## src/rtl/fetch_stage_if.sv

```systemverilog
// Instruction-memory request/acknowledge port between the fetch stage (master)
// and the instruction memory (slave).
interface fetch_stage_if #(
    parameter int ADDR_W = 32
);
    logic              imem_req;
    logic [ADDR_W-1:0] imem_addr;
    logic              imem_ack;
    logic [31:0]       imem_rdata;

    modport master (output imem_req, imem_addr, input imem_ack, imem_rdata);
    modport slave  (input imem_req, imem_addr, output imem_ack, imem_rdata);
endinterface

```

## src/rtl/fetch_stage.sv

```systemverilog
// MIPS instruction-fetch stage: owns the PC, drives the imem req/ack port and
// loads the IF/ID register, with a one-entry skid buffer for decode stalls.
module fetch_stage #(
    parameter int                ADDR_W    = 32,
    parameter logic [ADDR_W-1:0] RESET_PC  = '0,
    parameter logic [31:0]       NOP_INSTR = 32'h0000_0000
) (
    input  logic              clk,
    input  logic              rst_n,
    input  logic              holdPC,
    input  logic              holdIF_ID,
    input  logic              branch_taken,
    input  logic [ADDR_W-1:0] branch_target,
    fetch_stage_if.master     imem,
    output logic [31:0]       IF_ID_instruction,
    output logic [ADDR_W-1:0] IF_ID_pc_plus4,
    output logic              IF_ID_valid
);
    localparam logic [1:0] IDLE  = 2'd0;
    localparam logic [1:0] BUSY  = 2'd1;
    localparam logic [1:0] FULL  = 2'd2;
    localparam logic [1:0] DRAIN = 2'd3;

    logic [1:0]        state, state_nxt;
    logic [ADDR_W-1:0] pc, pc_nxt;
    logic              req_nxt;
    logic [ADDR_W-1:0] addr_nxt, addr_plus4;
    // Skid occupancy is implied by state == FULL; no separate valid bit.
    logic [31:0]       skid_instr, skid_instr_nxt;
    logic [ADDR_W-1:0] skid_pc4, skid_pc4_nxt;
    logic [31:0]       ifid_instr_nxt;
    logic [ADDR_W-1:0] ifid_pc4_nxt;
    logic              ifid_valid_nxt;

    assign addr_plus4 = imem.imem_addr + ADDR_W'(4);

    always_comb begin
        state_nxt      = state;
        pc_nxt         = pc;
        req_nxt        = imem.imem_req;
        addr_nxt       = imem.imem_addr;
        skid_instr_nxt = skid_instr;
        skid_pc4_nxt   = skid_pc4;
        ifid_instr_nxt = IF_ID_instruction;
        ifid_pc4_nxt   = IF_ID_pc_plus4;
        ifid_valid_nxt = IF_ID_valid;

        // Decode not stalled: default to a bubble unless something loads below.
        if (!holdIF_ID) begin
            ifid_instr_nxt = NOP_INSTR;
            ifid_valid_nxt = 1'b0;
        end

        case (state)
            IDLE: begin
                if (!branch_taken && !holdPC) begin
                    req_nxt   = 1'b1;
                    addr_nxt  = pc;
                    state_nxt = BUSY;
                end
            end
            BUSY: begin
                if (imem.imem_ack) begin
                    req_nxt   = 1'b0;
                    state_nxt = IDLE;
                    if (!branch_taken) begin
                        pc_nxt = addr_plus4;
                        if (holdIF_ID) begin
                            skid_instr_nxt = imem.imem_rdata;
                            skid_pc4_nxt   = addr_plus4;
                            state_nxt      = FULL;
                        end else begin
                            ifid_instr_nxt = imem.imem_rdata;
                            ifid_pc4_nxt   = addr_plus4;
                            ifid_valid_nxt = 1'b1;
                            if (!holdPC) begin
                                req_nxt   = 1'b1;
                                addr_nxt  = addr_plus4;
                                state_nxt = BUSY;
                            end
                        end
                    end
                end else if (branch_taken) begin
                    // Request must stay up until the memory answers; answer is dropped.
                    state_nxt = DRAIN;
                end
            end
            FULL: begin
                if (branch_taken) begin
                    state_nxt = IDLE;
                end else if (!holdIF_ID) begin
                    ifid_instr_nxt = skid_instr;
                    ifid_pc4_nxt   = skid_pc4;
                    ifid_valid_nxt = 1'b1;
                    state_nxt      = IDLE;
                end
            end
            DRAIN: begin
                if (imem.imem_ack) begin
                    req_nxt   = 1'b0;
                    state_nxt = IDLE;
                end
            end
            default: state_nxt = IDLE;
        endcase

        // Redirect wins over both holds and over anything loaded above.
        if (branch_taken) begin
            pc_nxt         = branch_target & ~{{(ADDR_W-2){1'b0}}, 2'b11};
            ifid_instr_nxt = NOP_INSTR;
            ifid_valid_nxt = 1'b0;
        end
    end

    always_ff @(posedge clk or negedge rst_n) begin
        if (!rst_n) begin
            state             <= IDLE;
            pc                <= RESET_PC;
            imem.imem_req     <= 1'b0;
            imem.imem_addr    <= RESET_PC;
            skid_instr        <= NOP_INSTR;
            skid_pc4          <= '0;
            IF_ID_instruction <= NOP_INSTR;
            IF_ID_pc_plus4    <= '0;
            IF_ID_valid       <= 1'b0;
        end else begin
            state             <= state_nxt;
            pc                <= pc_nxt;
            imem.imem_req     <= req_nxt;
            imem.imem_addr    <= addr_nxt;
            skid_instr        <= skid_instr_nxt;
            skid_pc4          <= skid_pc4_nxt;
            IF_ID_instruction <= ifid_instr_nxt;
            IF_ID_pc_plus4    <= ifid_pc4_nxt;
            IF_ID_valid       <= ifid_valid_nxt;
        end
    end
endmodule

```

## src/flat_wrapper.sv

```systemverilog
// flat-port wrapper written by rule: the top's interface ports become plain ports
module fetch_stage_flat 
#(
    parameter int                ADDR_W    = 32,
    parameter logic [ADDR_W-1:0] RESET_PC  = '0,
    parameter logic [31:0]       NOP_INSTR = 32'h0000_0000
)
  (clk, rst_n, holdPC, holdIF_ID, branch_taken, branch_target, IF_ID_instruction, IF_ID_pc_plus4, IF_ID_valid, imem_imem_req, imem_imem_addr, imem_imem_ack, imem_imem_rdata);
  fetch_stage_if #(.ADDR_W(ADDR_W)) imem_i ();
  input  logic clk;
  input  logic rst_n;
  input  logic holdPC;
  input  logic holdIF_ID;
  input  logic branch_taken;
  input  logic [ADDR_W-1:0] branch_target;
  output logic [31:0] IF_ID_instruction;
  output logic [ADDR_W-1:0] IF_ID_pc_plus4;
  output logic IF_ID_valid;
  output wire logic [$bits(imem_i.imem_req)-1:0] imem_imem_req;
  output wire logic [$bits(imem_i.imem_addr)-1:0] imem_imem_addr;
  input wire logic [$bits(imem_i.imem_ack)-1:0] imem_imem_ack;
  input wire logic [$bits(imem_i.imem_rdata)-1:0] imem_imem_rdata;
  assign imem_imem_req = imem_i.imem_req;
  assign imem_imem_addr = imem_i.imem_addr;
  assign imem_i.imem_ack = imem_imem_ack;
  assign imem_i.imem_rdata = imem_imem_rdata;
  fetch_stage #(.ADDR_W(ADDR_W), .RESET_PC(RESET_PC), .NOP_INSTR(NOP_INSTR)) u_core (.clk(clk), .rst_n(rst_n), .holdPC(holdPC), .holdIF_ID(holdIF_ID), .branch_taken(branch_taken), .branch_target(branch_target), .imem(imem_i), .IF_ID_instruction(IF_ID_instruction), .IF_ID_pc_plus4(IF_ID_pc_plus4), .IF_ID_valid(IF_ID_valid));
endmodule
```

## config.mk

```make
export PLATFORM = sky130hd
export DESIGN_NAME = fetch_stage_flat
export DESIGN_NICKNAME = d
export VERILOG_FILES = /design/src/rtl/fetch_stage_if.sv /design/src/rtl/fetch_stage.sv /design/src/flat_wrapper.sv
export SDC_FILE = /design/constraint.sdc
export NUM_CORES = 1
export LEC_CHECK = 0
export BUFFER_PORTS_ARGS = -buffer_cell sky130_fd_sc_hd__buf_2
export CORE_AREA = 2 2 98 195
export DETAILED_ROUTE_END_ITERATION = 16
export DIE_AREA = 0 0 100 197
export GPL_TIMING_DRIVEN = 1
export PLACE_DENSITY = 0.78
export SLEW_MARGIN = 30
export SYNTH_ARGS = -nofsm -noshare
export SYNTH_HDL_FRONTEND = slang
export SYNTH_SLANG_ARGS = --single-unit
```

## constraint.sdc

```tcl
create_clock -name clk -period 3.4 [get_ports clk]
set_clock_uncertainty 0.1 [all_clocks]
set_input_delay 0.51 -clock clk [delete_from_list [all_inputs] [get_ports clk]]
set_output_delay 0.51 -clock clk [all_outputs]
set_load 0.01 [all_outputs]
```

* Word level (Yosys, flattened, before mapping)
Index checks and enable logic that the tools add are counted.
** Word-level totals
- Memory bits (writable) :: 0
- Memories :: 0
- Bits in registers :: 196
- Bits in read-only memories :: 0
- Latch bits :: 0
- Input bits :: 70
- Output and inout bits :: 98
** Cells by class
- Equal/unequal tests :: 13
- Bitwise gates (word level) :: 1
- Multiplexer cells :: 43
- Shifts and indexed selects :: 0
- $add $sub $neg :: 1
- $lt $le $gt $ge :: 0
- Reductions and logical operators :: 15
- Multipliers :: 0
- Divide/modulo/power cells :: 0
** Operators with widths (count)
- 32-bit 2-to-1 mux :: 18
- 32-bit case mux with 2 select lines :: 3
- 32-bit by 3-bit adder with 32-bit output (second input constant) :: 1
- 2-bit 2-to-1 mux :: 8
- 2-bit inequality test (second input constant) :: 7
- 4-bit AND reduction :: 3
- 6-bit AND reduction :: 2
- 1-bit 2-to-1 mux :: 11
- 2-bit case mux with 4 select lines :: 1
- 2-bit nonzero test :: 4
- 3-bit inequality test (second input constant) :: 2
- 2-bit == test (second input constant) :: 2
- 1-bit case mux with 3 select lines :: 1
- 3-bit nonzero test :: 1
- 2-bit by 1-bit == test with 1-bit output (second input constant) :: 1
- 1-bit logical NOT :: 2
- 2-bit logical NOT :: 1
- 2-bit by 1-bit inequality test with 1-bit output (second input constant) :: 1
- 1-bit case mux with 2 select lines :: 1
- 2-bit AND reduction :: 1
- 1-bit logical AND :: 1
- 1-bit inverter :: 1

* Logic depth before layout (Yosys ltp)
- Depth in word-level cells :: 6
- Gate-level depth with buffers :: 10
- Mapped depth without buffers :: 7

* Least setup slack after synthesis
Ideal clock, no wire load.
- Path kind :: flip-flop to flip-flop
- From :: register u_core.state[1]
- To :: register u_core.IF_ID_pc_plus4[12]
- Stages on the path, launching flop included :: 9
- Path slack :: 1.278 ns
- Arrival time :: 1.897 ns
- Period minus slack after synthesis :: 2.122 ns
- Cells stage by stage :: dfrtp_1 inv_1 ha_1 clkbuf_1 and2_1 buf_2 o21ai_1 buf_2 mux2_2
** On the way
- Longest elaborated chain between the ends :: 3
- Elaborated cells between the ends (all ways) :: 10
- Those cells by class :: eq/ne (7); mux (1); reduce/logical (2)
** Ends and longest elaborated chain
- from (decl) :: RTL line fetch_stage.sv:24 : logic [1:0] state, state_nxt;
- from (signal assigned) :: RTL line fetch_stage.sv:127 : state <= state_nxt;
- 2-bit == test or 2-bit by 1-bit == test with 1-bit output (tied branches) :: RTL line fetch_stage.sv:54 : case (state)
- 2-bit inequality test (no line) or 2-bit nonzero test (tied branches)
- 6-bit AND reduction (no line)
- to (signal assigned) :: RTL line fetch_stage.sv:134 : IF_ID_pc_plus4 <= ifid_pc4_nxt;
- to (decl) :: RTL line fetch_stage.sv:16 : output logic [ADDR_W-1:0] IF_ID_pc_plus4,
Parallel ways exist; a longest one is shown, timed or not.
A chain may end at the register's enable or synchronous reset.

* Final worst setup path
- From :: register u_core.state[1]
- To :: register u_core.skid_pc4[1]
** On the way
- Longest elaborated chain between the ends :: 2
** Ends and longest elaborated chain
- 2-bit by 1-bit == test with 1-bit output :: RTL line fetch_stage.sv:54
- 4-bit AND reduction (no line)
- to (signal assigned) :: RTL line fetch_stage.sv:132 : skid_pc4 <= skid_pc4_nxt;
- to (decl) :: RTL line fetch_stage.sv:30 : logic [ADDR_W-1:0] skid_pc4, skid_pc4_nxt;
Every way passes these cells.

==> flow_summary.yaml <==
outcome:
  status: "finished with violations"
  violations: "hold timing"
worst_setup_path:
  cp.required_ns: 3.62
  arrival_ns: 2.93
  worst_setup_path_start_kind: "register"
  r2r_slack_ns: 0.69
  worstPathMaxFanout: 55
  worst_setup_path_end_kind: "register"
  criticalPathCategory: "register to register"
clocking:
  clock_tree.buffer_depth: 2
  cts_root_buf: "clkbuf_16"
  clkLatencyLatePin_ns: 0.44
  cts_tree: "done"
  clk_pin_slew_ns: 0.07
  post_cts_buffers: 0
  clock-sinks: 196
  h-tree-depth: 4
  cts_resized: 0
  postCtsHoldBufs: 0
  numCtsBuffers: 17
finish:
  fin_cells: 1363
  multi_input_area_sq_um: 4640
  regArea_sq_um: 4900
  diodes: 0
  drive_gt1_share_pct: 25.2
  fillerInstances: 1553
  area_growth_pct: 16.2
  nets: 1209
floorplanning:
  die_w_microns: 100
  initial_core_util_pct: 54.5
  die-area_sq_um: 19700
  design.core.area_sq_um: 18200
  die_h_microns: 197
  num_rows: 70
  pin_count: 168
placement:
  post-place-cells: 1330
  dp_hpwl_microns: 19200
  port_buffers: 165
  place_ws_ns: 0.616
  place_congestion: 0.941
timing:
  slew_headroom_pct: 32.6
  period_share_pct: 79.8
  finalCriticalPeriod_ns: 2.71
  hold_viol: 10
  finalWorstSetupSlack_ns: 0.686
  finalSetupTns_ns: 0
  rsz0062_at_grt: "false"
  whs_ns: -0.0303
  worst_pin_slew_ns: 1.00
  slew_viol_final: 0
  setup-violations-final: 0
  fmax_ghz: 0.369
detailed_routing:
  drt.antenna.violating_nets: 0
  drt-pass1-iter-count: 6
  routed_via_density: 6.30
  drt-initial-drc-count: 548
  vias: 8592
  wl_per_cell_microns: 20.7
  totalWireLength_microns: 28200
  drc_errors: 0
synth:
  synth_area_sq_um: 9920
  yosysSeqAreaShare_pct: 49.4
  synthTopCellsByArea: "dfrtp_1 (49%), mux2_2 (5.1%), nand2_1 (4.6%)"
  synth-main-ff-cell: "dfrtp_1"
  synth_warnings: 0
  synth-seq-cells: 196
  yosysTopAreaCell: "dfrtp_1"
  yosys.cell_count.top_type: "dfrtp_1"
  synth_nets: 1093
  syn_area_per_cell_sq_um: 9.75
  synth-async-reset-ratio_pct: 100
  postSynthCellCount: 1018
  ys_types: 58
  synthDominantCellAreaShare_pct: 49.4
  synth_common_cells: "dfrtp_1 (196), nand2_1 (122), a21oi_1 (87), o21ai_0 (74), clkbuf_1 (64)"
  synth_edf_count: 0
power:
  p_comb_share_pct: 39.1
  p_sw_share_pct: 41.3
  finalPower_mw: 9.95
  p_int_mw: 5.84
  p_per_area_nw_per_um2: 863
  seq_power_share_pct: 39.6
  power_switching_mw: 4.11
  p_leak_nw: 5.22
  vdd_drop_max_uv: 448
  p_clk_share_pct: 21.3
flow_run:
  maxCapViolCount: 0
worst_hold_path:
  hold_class: "input port to asynchronous set/reset pin"
global_route:
  grt_use_total_pct: 29.0
  grt_first_pass_wirelength_microns: 44000
  overflow: 0
  antenna_found_initial: 0
  grt_pass1_vias: 8341
  grt_max_degree: 84
==> worst paths after layout <==
check / start / to / cells after the start
max: u_core.state[1] / u_core.skid_pc4[1] / 7
min: rst_n / u_core.skid_instr[11] / 1
max reg2reg: u_core.state[1] / u_core.skid_pc4[1] / 7
min reg2reg: u_core.IF_ID_pc_plus4[5] / u_core.IF_ID_pc_plus4[5] / 2
max in group asynchronous: rst_n / u_core.IF_ID_instruction[2] / 2
min in group clk: branch_target[29] / u_core.pc[29] / 3
==> power groups by stage <==
stage	logic, mW	registers (mW)	clock network, mW
2_1_floorplan	2.52	3.87	0
3_3_place_gp	3.76	3.92	0
6_report	3.89	3.94	2.11
5_1_grt	4.24	4.05	2.23
4_1_cts	3.88	3.92	2.15
3_5_place_dp	3.87	3.96	0
==> routing by layer <==
| layer | wire length, microns | track usage [%] | share of wire [%] | vias to the layer above |
|---|---|---|---|---|
| met5 | 0 | 0 | 0 | - |
| met4 | 2100 | 19.7 | 7.4 | 0 |
| met3 | 1310 | 4.29 | 4.6 | 81 |
| met2 | 15000 | 50.4 | 53 | 319 |
| met1 | 9820 | 32.0 | 35 | 4203 |
| li1 | - | - | - | 3989 |
==> worst max-delay path, cell delays in order, from the launching register on <==
cell     delay [ns]
dfrtp_1        0.41
inv_1          0.13
ha_4           0.49
and2_1         0.27
buf_4          0.42
nand2_2        0.09
buf_4          0.32
mux2_2         0.33
==> kinds of logic after synthesis <==
group / count (synthesis) / share of synthesized area [%]
fa+ha+maj: 5 / 0.630
xor+xnor: 24 / 2.19
flops: 196 / 49.4
simple gates: 305 / 14.9
compound gates: 321 / 21.7
mux: 62 / 6.82
buf+inv: 105 / 4.29
==> final cells by class <==
| type | instances | share of cell area [%] |
|---|---|---|
| clock inverters | 15 | 1.65 |
| well taps | 216 | 2.34 |
| clock buffers | 17 | 3.69 |
| flip-flops and latches | 196 | 42.5 |
| inverters | 12 | 0.391 |
| multi-input cells | 717 | 40.2 |
| repair buffers | 190 | 9.17 |
==> sequential cells by signal, summed over array words and instances (netlist names) <==
register and flops:
u_core.imem.imem_req 1, u_core.IF_ID_valid 1, u_core.skid_instr 32, u_core.IF_ID_pc_plus4 32, u_core.imem.imem_addr 32, u_core.state 2
u_core.IF_ID_instruction 32, u_core.skid_pc4 32, u_core.pc 32
==> cells in the final DEF (no fill, tap or decap), types with 11 or more instances in the layout <==
cell	n
buf_2	163
buf_4	24
nor2_1	60
o22ai_1	11
a21oi_1	87
nor3_1	41
nand3_1	20
o221ai_1	11
a22o_1	44
inv_1	12
xor2_1	13
o21ai_0	74
nand2_1	121
o31ai_1	11
a2bb2oi_1	13
a222oi_1	32
mux2_2	45
dfrtp_1	196
clkbuf_16	17
mux2i_1	17
==> stage by stage <==
stage / hold WS [ns] / cell area, sq um / util (%)
2_1_floorplan: 0.114 / 9920 / -
3_3_place_gp: 0.360 / 10900 / 59.7
3_5_place_dp: 0.365 / 10900 / 59.8
4_1_cts: 0.0124 / 11500 / 63.1
5_1_grt: 0.0315 / 11500 / 63.3
6_report: -0.0303 / 11500 / 63.3
No activity file was read; power rests on OpenSTA's default activity.
